$ cat src/rtl/bitwise_logic_pipe_if.sv
// Operand/result handshake bundle for the bitwise logic-op unit.
// The master drives operands and out_ready. The slave (the pipe) drives results and in_ready.
interface bitwise_logic_pipe_if #(
    parameter int WIDTH = 16
);
    logic             in_valid;
    logic             in_ready;
    logic [2:0]       op;
    logic             acc_mode;
    logic             acc_clr;
    logic [WIDTH-1:0] a;
    logic [WIDTH-1:0] b;
    logic             out_valid;
    logic             out_ready;
    logic [WIDTH-1:0] out;
    logic             out_zero;

    modport master (
        output in_valid, op, acc_mode, acc_clr, a, b, out_ready,
        input  in_ready, out_valid, out, out_zero
    );

    modport slave (
        input  in_valid, op, acc_mode, acc_clr, a, b, out_ready,
        output in_ready, out_valid, out, out_zero
    );
endinterface

$ cat src/rtl/bitwise_logic_pipe.sv
// Two-stage valid/ready bitwise logic unit with an optional accumulator as operand B.
// It also keeps a saturating count of results delivered downstream.
module bitwise_logic_pipe #(
    parameter int WIDTH = 16,
    parameter int CNT_W = 16
) (
    input  logic                 clk,
    input  logic                 rst,
    bitwise_logic_pipe_if.slave  bus,
    output logic [WIDTH-1:0]     o_acc,
    output logic [CNT_W-1:0]     o_res_count
);
    logic             r_s1_valid;
    logic [WIDTH-1:0] r_s1_a;
    logic [WIDTH-1:0] r_s1_b;
    logic [2:0]       r_s1_op;
    logic             r_s1_acc_mode;

    logic             r_out_valid;
    logic [WIDTH-1:0] r_out;
    logic             r_out_zero;
    logic [WIDTH-1:0] r_acc;
    logic [CNT_W-1:0] r_res_count;

    logic             w_s2_free;
    logic             w_s1_move;
    logic             w_in_ready;
    logic             w_accept;
    logic             w_deliver;
    logic [WIDTH-1:0] w_bsel;
    logic [WIDTH-1:0] w_result;

    assign w_s2_free  = !r_out_valid || bus.out_ready;
    assign w_s1_move  = r_s1_valid && w_s2_free;
    assign w_in_ready = !r_s1_valid || w_s2_free;
    assign w_accept   = bus.in_valid && w_in_ready;
    assign w_deliver  = r_out_valid && bus.out_ready;

    // The accumulator is read at the S1->S2 transfer, so back-to-back accumulate beats chain.
    assign w_bsel = r_s1_acc_mode ? r_acc : r_s1_b;

    always_comb begin
        w_result = '0;
        unique case (r_s1_op)
            3'b000:  w_result = r_s1_a & w_bsel;
            3'b001:  w_result = r_s1_a | w_bsel;
            3'b010:  w_result = r_s1_a ^ w_bsel;
            3'b011:  w_result = ~(r_s1_a ^ w_bsel);
            3'b100:  w_result = ~(r_s1_a & w_bsel);
            3'b101:  w_result = ~(r_s1_a | w_bsel);
            3'b110:  w_result = ~r_s1_a;
            default: w_result = r_s1_a;
        endcase
    end

    always_ff @(posedge clk or posedge rst) begin
        if (rst) begin
            r_s1_valid    <= 1'b0;
            r_s1_a        <= '0;
            r_s1_b        <= '0;
            r_s1_op       <= '0;
            r_s1_acc_mode <= 1'b0;
        end else if (w_accept) begin
            r_s1_valid    <= 1'b1;
            r_s1_a        <= bus.a;
            r_s1_b        <= bus.b;
            r_s1_op       <= bus.op;
            r_s1_acc_mode <= bus.acc_mode;
        end else if (w_s1_move) begin
            r_s1_valid    <= 1'b0;
        end
    end

    always_ff @(posedge clk or posedge rst) begin
        if (rst) begin
            r_out_valid <= 1'b0;
            r_out       <= '0;
            r_out_zero  <= 1'b0;
        end else if (w_s1_move) begin
            r_out_valid <= 1'b1;
            r_out       <= w_result;
            r_out_zero  <= (w_result == '0);
        end else if (bus.out_ready) begin
            r_out_valid <= 1'b0;
        end
    end

    // A clear takes priority over a coincident accumulate write-back.
    always_ff @(posedge clk or posedge rst) begin
        if (rst) begin
            r_acc <= '0;
        end else if (bus.acc_clr) begin
            r_acc <= '0;
        end else if (w_s1_move && r_s1_acc_mode) begin
            r_acc <= w_result;
        end
    end

    always_ff @(posedge clk or posedge rst) begin
        if (rst) begin
            r_res_count <= '0;
        end else if (w_deliver && (r_res_count != {CNT_W{1'b1}})) begin
            r_res_count <= r_res_count + 1'b1;
        end
    end

    assign bus.in_ready  = w_in_ready;
    assign bus.out_valid = r_out_valid;
    assign bus.out       = r_out;
    assign bus.out_zero  = r_out_zero;
    assign o_acc         = r_acc;
    assign o_res_count   = r_res_count;
endmodule

$ cat src/flat_wrapper.sv
// flat-port wrapper written by rule: the top's interface ports become plain ports
module bitwise_logic_pipe_flat 
#(
    parameter int WIDTH = 16,
    parameter int CNT_W = 16
)
  (clk, rst, o_acc, o_res_count, bus_in_valid, bus_op, bus_acc_mode, bus_acc_clr, bus_a, bus_b, bus_out_ready, bus_in_ready, bus_out_valid, bus_out, bus_out_zero);
  bitwise_logic_pipe_if #(.WIDTH(WIDTH)) bus_i ();
  input  logic clk;
  input  logic rst;
  output logic [WIDTH-1:0] o_acc;
  output logic [CNT_W-1:0] o_res_count;
  input wire logic [$bits(bus_i.in_valid)-1:0] bus_in_valid;
  input wire logic [$bits(bus_i.op)-1:0] bus_op;
  input wire logic [$bits(bus_i.acc_mode)-1:0] bus_acc_mode;
  input wire logic [$bits(bus_i.acc_clr)-1:0] bus_acc_clr;
  input wire logic [$bits(bus_i.a)-1:0] bus_a;
  input wire logic [$bits(bus_i.b)-1:0] bus_b;
  input wire logic [$bits(bus_i.out_ready)-1:0] bus_out_ready;
  output wire logic [$bits(bus_i.in_ready)-1:0] bus_in_ready;
  output wire logic [$bits(bus_i.out_valid)-1:0] bus_out_valid;
  output wire logic [$bits(bus_i.out)-1:0] bus_out;
  output wire logic [$bits(bus_i.out_zero)-1:0] bus_out_zero;
  assign bus_i.in_valid = bus_in_valid;
  assign bus_i.op = bus_op;
  assign bus_i.acc_mode = bus_acc_mode;
  assign bus_i.acc_clr = bus_acc_clr;
  assign bus_i.a = bus_a;
  assign bus_i.b = bus_b;
  assign bus_i.out_ready = bus_out_ready;
  assign bus_in_ready = bus_i.in_ready;
  assign bus_out_valid = bus_i.out_valid;
  assign bus_out = bus_i.out;
  assign bus_out_zero = bus_i.out_zero;
  bitwise_logic_pipe #(.WIDTH(WIDTH), .CNT_W(CNT_W)) u_core (.clk(clk), .rst(rst), .bus(bus_i), .o_acc(o_acc), .o_res_count(o_res_count));
endmodule
$ cat config.mk
export PLATFORM = sky130hd
export DESIGN_NAME = bitwise_logic_pipe_flat
export DESIGN_NICKNAME = d
export VERILOG_FILES = /design/src/rtl/bitwise_logic_pipe_if.sv /design/src/rtl/bitwise_logic_pipe.sv /design/src/flat_wrapper.sv
export SDC_FILE = /design/constraint.sdc
export NUM_CORES = 1
export LEC_CHECK = 0
export BUFFER_PORTS_ARGS = -buffer_cell sky130_fd_sc_hd__buf_2
export CORE_ASPECT_RATIO = 2
export CORE_MARGIN = 8
export CORE_UTILIZATION = 30
export DETAILED_ROUTE_END_ITERATION = 7
export PLACE_DENSITY = 0.56
export SKIP_CTS_REPAIR_TIMING = 1
export SYNTH_ARGS = -nofsm -noshare
export SYNTH_HDL_FRONTEND = slang
export SYNTH_SLANG_ARGS = --single-unit
$ cat constraint.sdc
create_clock -name clk -period 5.29 [get_ports clk]
set_input_delay 0.7935 -clock clk [delete_from_list [all_inputs] [get_ports clk]]
set_output_delay 0.7935 -clock clk [all_outputs]
set_load 0.05 [all_outputs]
==> results of run 1 <==
-- worst min-delay path by stage --
stage / from / to / slack [ns] / cells past startpoint
after floorplan: u_core.r_s1_valid / u_core.bus.out_valid / 0.47 / 1
after global placement: u_core.bus.out[14] / u_core.bus.out[14] / 0.46 / 2
after detailed placement: u_core.bus.out[1] / u_core.bus.out[1] / 0.47 / 2
after CTS: u_core.bus.out[3] / u_core.bus.out[3] / 0.48 / 2
after global routing: u_core.o_res_count[8] / u_core.o_res_count[8] / 0.51 / 1
final: u_core.bus.out[3] / u_core.bus.out[3] / 0.48 / 2
-- report_power, final --
part,switching [W],internal [W]
Clock,0.000257,0.000389
Combinational,0.000710,0.000359
Sequential,0.000122,0.000791
Total,0.00109,0.00154
-- routing by layer --
metal / vias up / part of all wire
li1: 1922 / -
met1: 1881 / 0.43
met2: 85 / 0.50
met3: 13 / 0.049
met5: - / 0
met4: 0 / 0.012
-- cells in the final DEF (no fill, tap or decap), types with 2 or more instances in the layout --
cell / netlist / final
buf_2: 7 / 91
dfrtp_1: 87 / 87
nand2_1: 58 / 58
mux2_2: 39 / 39
mux2i_1: 34 / 34
inv_1: 35 / 34
ha_1: 33 / 33
xnor2_1: 31 / 31
a21oi_1: 24 / 23
o21ai_0: 23 / 23
nor2_1: 20 / 20
nand3_1: 13 / 13
nand2b_1: 10 / 10
nor2b_1: 9 / 9
clkbuf_16: 0 / 9
xor2_1: 8 / 8
and3_1: 7 / 7
a22o_1: 7 / 7
nand4_1: 6 / 6
o21ai_1: 5 / 5
buf_4: 1 / 5
nor3_1: 3 / 3
o22ai_1: 3 / 3
and4_1: 2 / 2
and2_1: 2 / 2
inv_2: 2 / 2
a221oi_1: 2 / 2
clkinv_2: 0 / 2
mux4_2: 2 / 2
o221ai_1: 2 / 2
or2_0: 2 / 2
nor3b_1: 2 / 2
or4_1: 2 / 2
clkbuf_8: 0 / 2
-- metrics by stage --
stage	cell area (µm²)	setup slack (ns)	total power, W
after floorplan	5160	1.80	0.00173
after global routing	6110	1.55	0.00280
after detailed placement	5810	1.71	0.00201
after global placement	5810	1.80	0.00199
final	6110	1.69	0.00263
after CTS	6110	1.68	0.00267
-- kinds of logic after synthesis --
group	Yosys count
flops	87
mux	75
simple gates	142
compound gates	75
fa+ha+maj	33
xor+xnor	39
buf+inv	63
-- flip-flops by register name (all words and copies together), names as in the netlist --
name and count:
u_core.r_s1_acc_mode 1, u_core.r_s1_a 16, u_core.o_res_count 16, u_core.bus.out_zero 1
u_core.r_s1_op 3, u_core.bus.out 16, u_core.r_s1_b 16, u_core.r_s1_valid 1
u_core.o_acc 16, u_core.bus.out_valid 1
-- tightest hold or removal path: cells and delay by family, from the launching register on --
family,cells,cell delay (ns)
AOI/OAI and AO/OA,1,0.06
DFF,1,0.33
and+or+nand+nor,1,0.05
-- layout make-up --
type	instances	share of cell area
Clock inverter	3	0.00696
Timing Repair Buffer	96	0.0807
Multi-Input combinational cell	364	0.448
Tap cell	210	0.0430
Sequential cell	87	0.356
Inverter	37	0.0229
Clock buffer	12	0.0420
==> impl_metrics.json, run 1 <==
{
  "status": "complete, no violations",
  "drc": 0,
  "core_area_um2": 17000,
  "path_max_fanout": 19,
  "synthMuxAreaShare": 0.160,
  "viasPerCell": 4.82,
  "worstPathArrival_ns": 3.85,
  "hold_path_class": "reg2reg",
  "cp.depth": 8,
  "drt-initial-drc-count": 141,
  "numClockSinks": 87,
  "htree_levels": 3,
  "synthCells": 514,
  "p_leak_nw": 3.02,
  "timing.hold.ws_ns": 0.479,
  "die_w_um": 109,
  "cts.path.max_buffers": 2,
  "synthTopCellsByCount": "dfrtp_1, nand2_1, mux2_2, inv_1, mux2i_1",
  "cts_buffers": 9,
  "crit_family": "simple AND/OR/NAND/NOR gates",
  "regToRegEndpoint": "u_core.bus.out_zero",
  "busiest_layer": "met2",
  "fp.dieArea_um2": 21900,
  "max_stage_delay_ns": 1.04,
  "synth.net_count": 588,
  "multi_input_area_um2": 2740,
  "crit_required_ns": 5.54,
  "power_density_nw_per_um2": 430,
  "criticalPathCategory": "reg2reg",
  "synthAdderAreaFrac": 0.0800,
  "place_inst": 794,
  "final_cells": 809,
  "r2r_cells": 8,
  "use_met2": 0.210,
  "row_count": 68,
  "synth_top_area_frac": 0.422,
  "wl_per_cell_um": 16.6,
  "finalNetCount": 669,
  "syn_area_um2": 5160,
  "cpMostUsedCell": "nand2_1",
  "syn_area_per_cell_um2": 10.0,
  "antenna_found_initial": 0,
  "synth_compound_area_frac": 0.0897,
  "r2r_start": "u_core.r_s1_acc_mode",
  "synth_area_leaders": "dfrtp_1, mux2_2, ha_1",
  "crit_buf_inv": 0,
  "die_h_um": 201,
  "grt_max_degree": 55,
  "crit_chain": "mux2i_1 > ha_1 > or4_1 > mux4_2 > nand2_1 > nand2_1 > or4b_1 > o31ai_2",
  "critPathSlowestCell": "dfrtp_1",
  "globalRoute.totalOverflow": 0,
  "slew_violations": 0,
  "fillers": 1776,
  "setup.worst_path.end": "u_core.bus.out_zero",
  "finalHoldViolCount": 0,
  "setup_tns_ns": 0,
  "synth_edf_count": 0,
  "met3_usage": 0.0288,
  "cp-startpoint": "u_core.r_s1_acc_mode",
  "maxSlewHeadroom": 0.293,
  "gp_congestion": 0.790,
  "end_kind": "flip-flop",
  "ys_dominant_reg_cell": "dfrtp_1",
  "diodes": 0,
  "rrSetupSlack_ns": 1.69,
  "synth_xor_area_frac": 0.0662,
  "vias": 3901,
  "setup_viol": 0,
  "area_delta_synth_final_pct": 18.4,
  "synth_top_family_by_area": "multiplexers",
  "fin_worst_skew_ns": 0.00810,
  "cts.reportedPaths.clkPinSlew_ns": 0.06,
  "yosys_warnings": 0,
  "routed_wl_um": 13400,
  "peakVddDrop_uv": 221,
  "insertion_delay_ns": 0.34,
  "synth.largest_area_cell": "dfrtp_1",
  "yosys.area_share.simple": 0.134,
  "ios": 92,
  "drive_above_1_share": 0.264,
  "synth_cell_type_count": 48,
  "ant_nets": 0,
  "initial_core_util": 0.303,
  "seq_area_um2": 2180,
  "yosysSeqAreaShare": 0.422,
  "dp_hpwl_um": 10100,
  "finalCritPeriodShare": 0.681,
  "final_util": 0.359,
  "fin_crit_ns": 3.60,
  "fmax_mhz": 278,
  "grt_pass1_wl_um": 22000,
  "grtUsageTotal": 0.127,
  "met1_usage": 0.159,
  "first_pass_iters": 4,
  "critPathLaunchType": "flip-flop",
  "rsz0062_at_grt": "no",
  "io_buffers": 91,
  "worst_pin_slew_ns": 1.06,
  "grt_pass1_vias": 4017,
  "cts_tree": "built",
  "ys_ff_latch": 87,
  "drv_cap": 0,
  "yosysMostFrequentCell": "dfrtp_1",
  "synthArstFlopShare": 1.00,
  "clock-root-buffer": "clkbuf_16"
}
No activity file was read; power rests on OpenSTA's default activity.
==> run 2: changes to the inputs <==
- clock period: 5.29 -> 3.8 ns (I/O delays scaled with it)
==> run 2 against run 1 <==
  * Cell area is 0.45% higher
  * Sequential share of layout area is 0.16 points lower
  * Fmax is 16% higher
  * Count of clock-buffer cells in the layout is 2 lower
  * Largest cell class unchanged
  * Worst hold slack worse by 0.048 ns
  * Highest routed layer unchanged
  * Cell count is 0.49% higher
  * Register-to-register slack worse by 0.98 ns
  * First-iteration DRC count is 5.0% higher
  * Sequential power is 38% higher
  * Critical path depth stayed put
  * Power is 40% higher
==> impl_metrics.json, run 2 (synthesis gave the netlist of run 1 again) <==
{
  "status": "complete, no violations",
  "final_cell_mix": "buf_2, dfrtp_1, nand2_1",
  "cts.path.max_buffers": 2,
  "worstPathArrival_ns": 3.35,
  "timing.hold.ws_ns": 0.431,
  "die_w_um": 109,
  "htree_levels": 3,
  "setup_viol": 0,
  "first_pass_iters": 6,
  "gp_congestion": 0.804,
  "fmax_mhz": 323,
  "grt_pass1_wl_um": 22100,
  "r2r_cells": 8,
  "fin_crit_ns": 3.10,
  "peakVddDrop_uv": 330,
  "die_h_um": 201,
  "hold_path_class": "in2async",
  "grt_max_degree": 59,
  "vias": 3910,
  "pwr-share-comb": 0.409,
  "finalNetCount": 672,
  "area_delta_synth_final_pct": 18.9,
  "end_kind": "flip-flop",
  "drc": 0,
  "ios": 92,
  "fp.dieArea_um2": 21900,
  "total_power_w": 0.00368,
  "regToRegEndpoint": "u_core.bus.out_zero",
  "path_max_fanout": 7,
  "final_area_um2": 6140,
  "ant_nets": 0,
  "pwr-share-seq": 0.343,
  "dp_hpwl_um": 10200,
  "rsz0062_at_grt": "no",
  "routed_wl_um": 13600,
  "grtUsageTotal": 0.128,
  "cts_buffers": 9,
  "fin_worst_skew_ns": 0.00850,
  "io_buffers": 91,
  "cts.reportedPaths.clkPinSlew_ns": 0.06,
  "criticalPathCategory": "reg2reg",
  "drv_cap": 0,
  "numClockSinks": 87,
  "rrSetupSlack_ns": 0.70,
  "power_density_nw_per_um2": 600,
  "antenna_found_initial": 0,
  "pwr-share-clk": 0.247,
  "cts_tree": "built",
  "initial_core_util": 0.303,
  "sw_frac_of_total": 0.420,
  "critPathLaunchType": "flip-flop",
  "insertion_delay_ns": 0.34,
  "p_leak_nw": 3.03,
  "wl_per_cell_um": 16.7,
  "diodes": 0,
  "grt_pass1_vias": 4102,
  "globalRoute.totalOverflow": 0,
  "clock-root-buffer": "clkbuf_16",
  "drt-initial-drc-count": 148,
  "maxSlewHeadroom": 0.326,
  "viasPerCell": 4.81,
  "core_area_um2": 17000,
  "cp-startpoint": "u_core.r_s1_acc_mode",
  "r2r_start": "u_core.r_s1_acc_mode",
  "slew_violations": 0,
  "layout_commonest_cell": "buf_2",
  "setup.worst_path.end": "u_core.bus.out_zero",
  "finalHoldViolCount": 0,
  "switchingPower_w": 0.00154,
  "final_util": 0.361,
  "internal_power_w": 0.00213,
  "worst_pin_slew_ns": 1.01,
  "crit_required_ns": 4.05,
  "finalCritPeriodShare": 0.815,
  "placed_cell_area_um2": 5830,
  "row_count": 68,
  "drive_above_1_share": 0.269,
  "setup_tns_ns": 0
}
run 2: cell count changes in the layout (fill, tap and decap cells not counted), sizes merged:
cell	delta
buf	+3
clkinvlp	+3
clkbuf	-2
clkinv	-1
inv	+1
run 2: critical path, cell delays in order, from the launching register on:
cell	delay (ns)
dfrtp_1	0.58
mux2i_1	0.32
ha_1	0.30
or4_1	0.52
mux4_2	0.46
nand2_1	0.08
nand2_1	0.06
or4b_1	0.50
o31ai_2	0.18
run 2: how the worst min path moves through the flow:
stage	slack, ns	depth (start not counted)	end
final	0.43	2	u_core.bus.out[2]
after global routing	0.45	2	u_core.r_s1_b[2]
after CTS	0.44	2	u_core.r_s1_valid
after detailed placement	0.47	2	u_core.bus.out[14]
after global placement	0.46	2	u_core.bus.out[12]
after floorplan	0.47	1	u_core.bus.out_valid
run 2: per-stage QoR:
| stage | worst slack (ns) | instances |
|---|---|---|
| finish | 0.704 | 813 |
| global route | 0.610 | 813 |
| CTS | 0.758 | 813 |
| detailed placement | 0.784 | 797 |
| global placement | 0.882 | 797 |
| floorplan | 0.309 | 514 |
run 2: power by group through the flow:
stage                     Clock [W]  Combinational [W]  Sequential [W]
after CTS                  0.000943            0.00153         0.00127
after detailed placement          0            0.00152         0.00128
after global routing       0.000971            0.00165         0.00129
final                      0.000910            0.00151         0.00126
after global placement            0            0.00150         0.00128
after floorplan                   0           0.000758         0.00164
run 2: final cells by class:
type | instances | area, µm²
clock buffer | 10 | 239
clock inverter | 6 | 68.8
fill | 1753 | 10900
inverter | 37 | 140
multi-input combinational | 364 | 2730
sequential | 87 | 2180
tap | 210 | 263
timing repair buffer | 99 | 515
run 2: layer usage:
layer	share of wire	wire, µm	GRT usage
met4	0.014	195	0.0384
met3	0.041	557	0.0272
met5	0	0	0
met2	0.51	6930	0.219
met1	0.43	5890	0.154
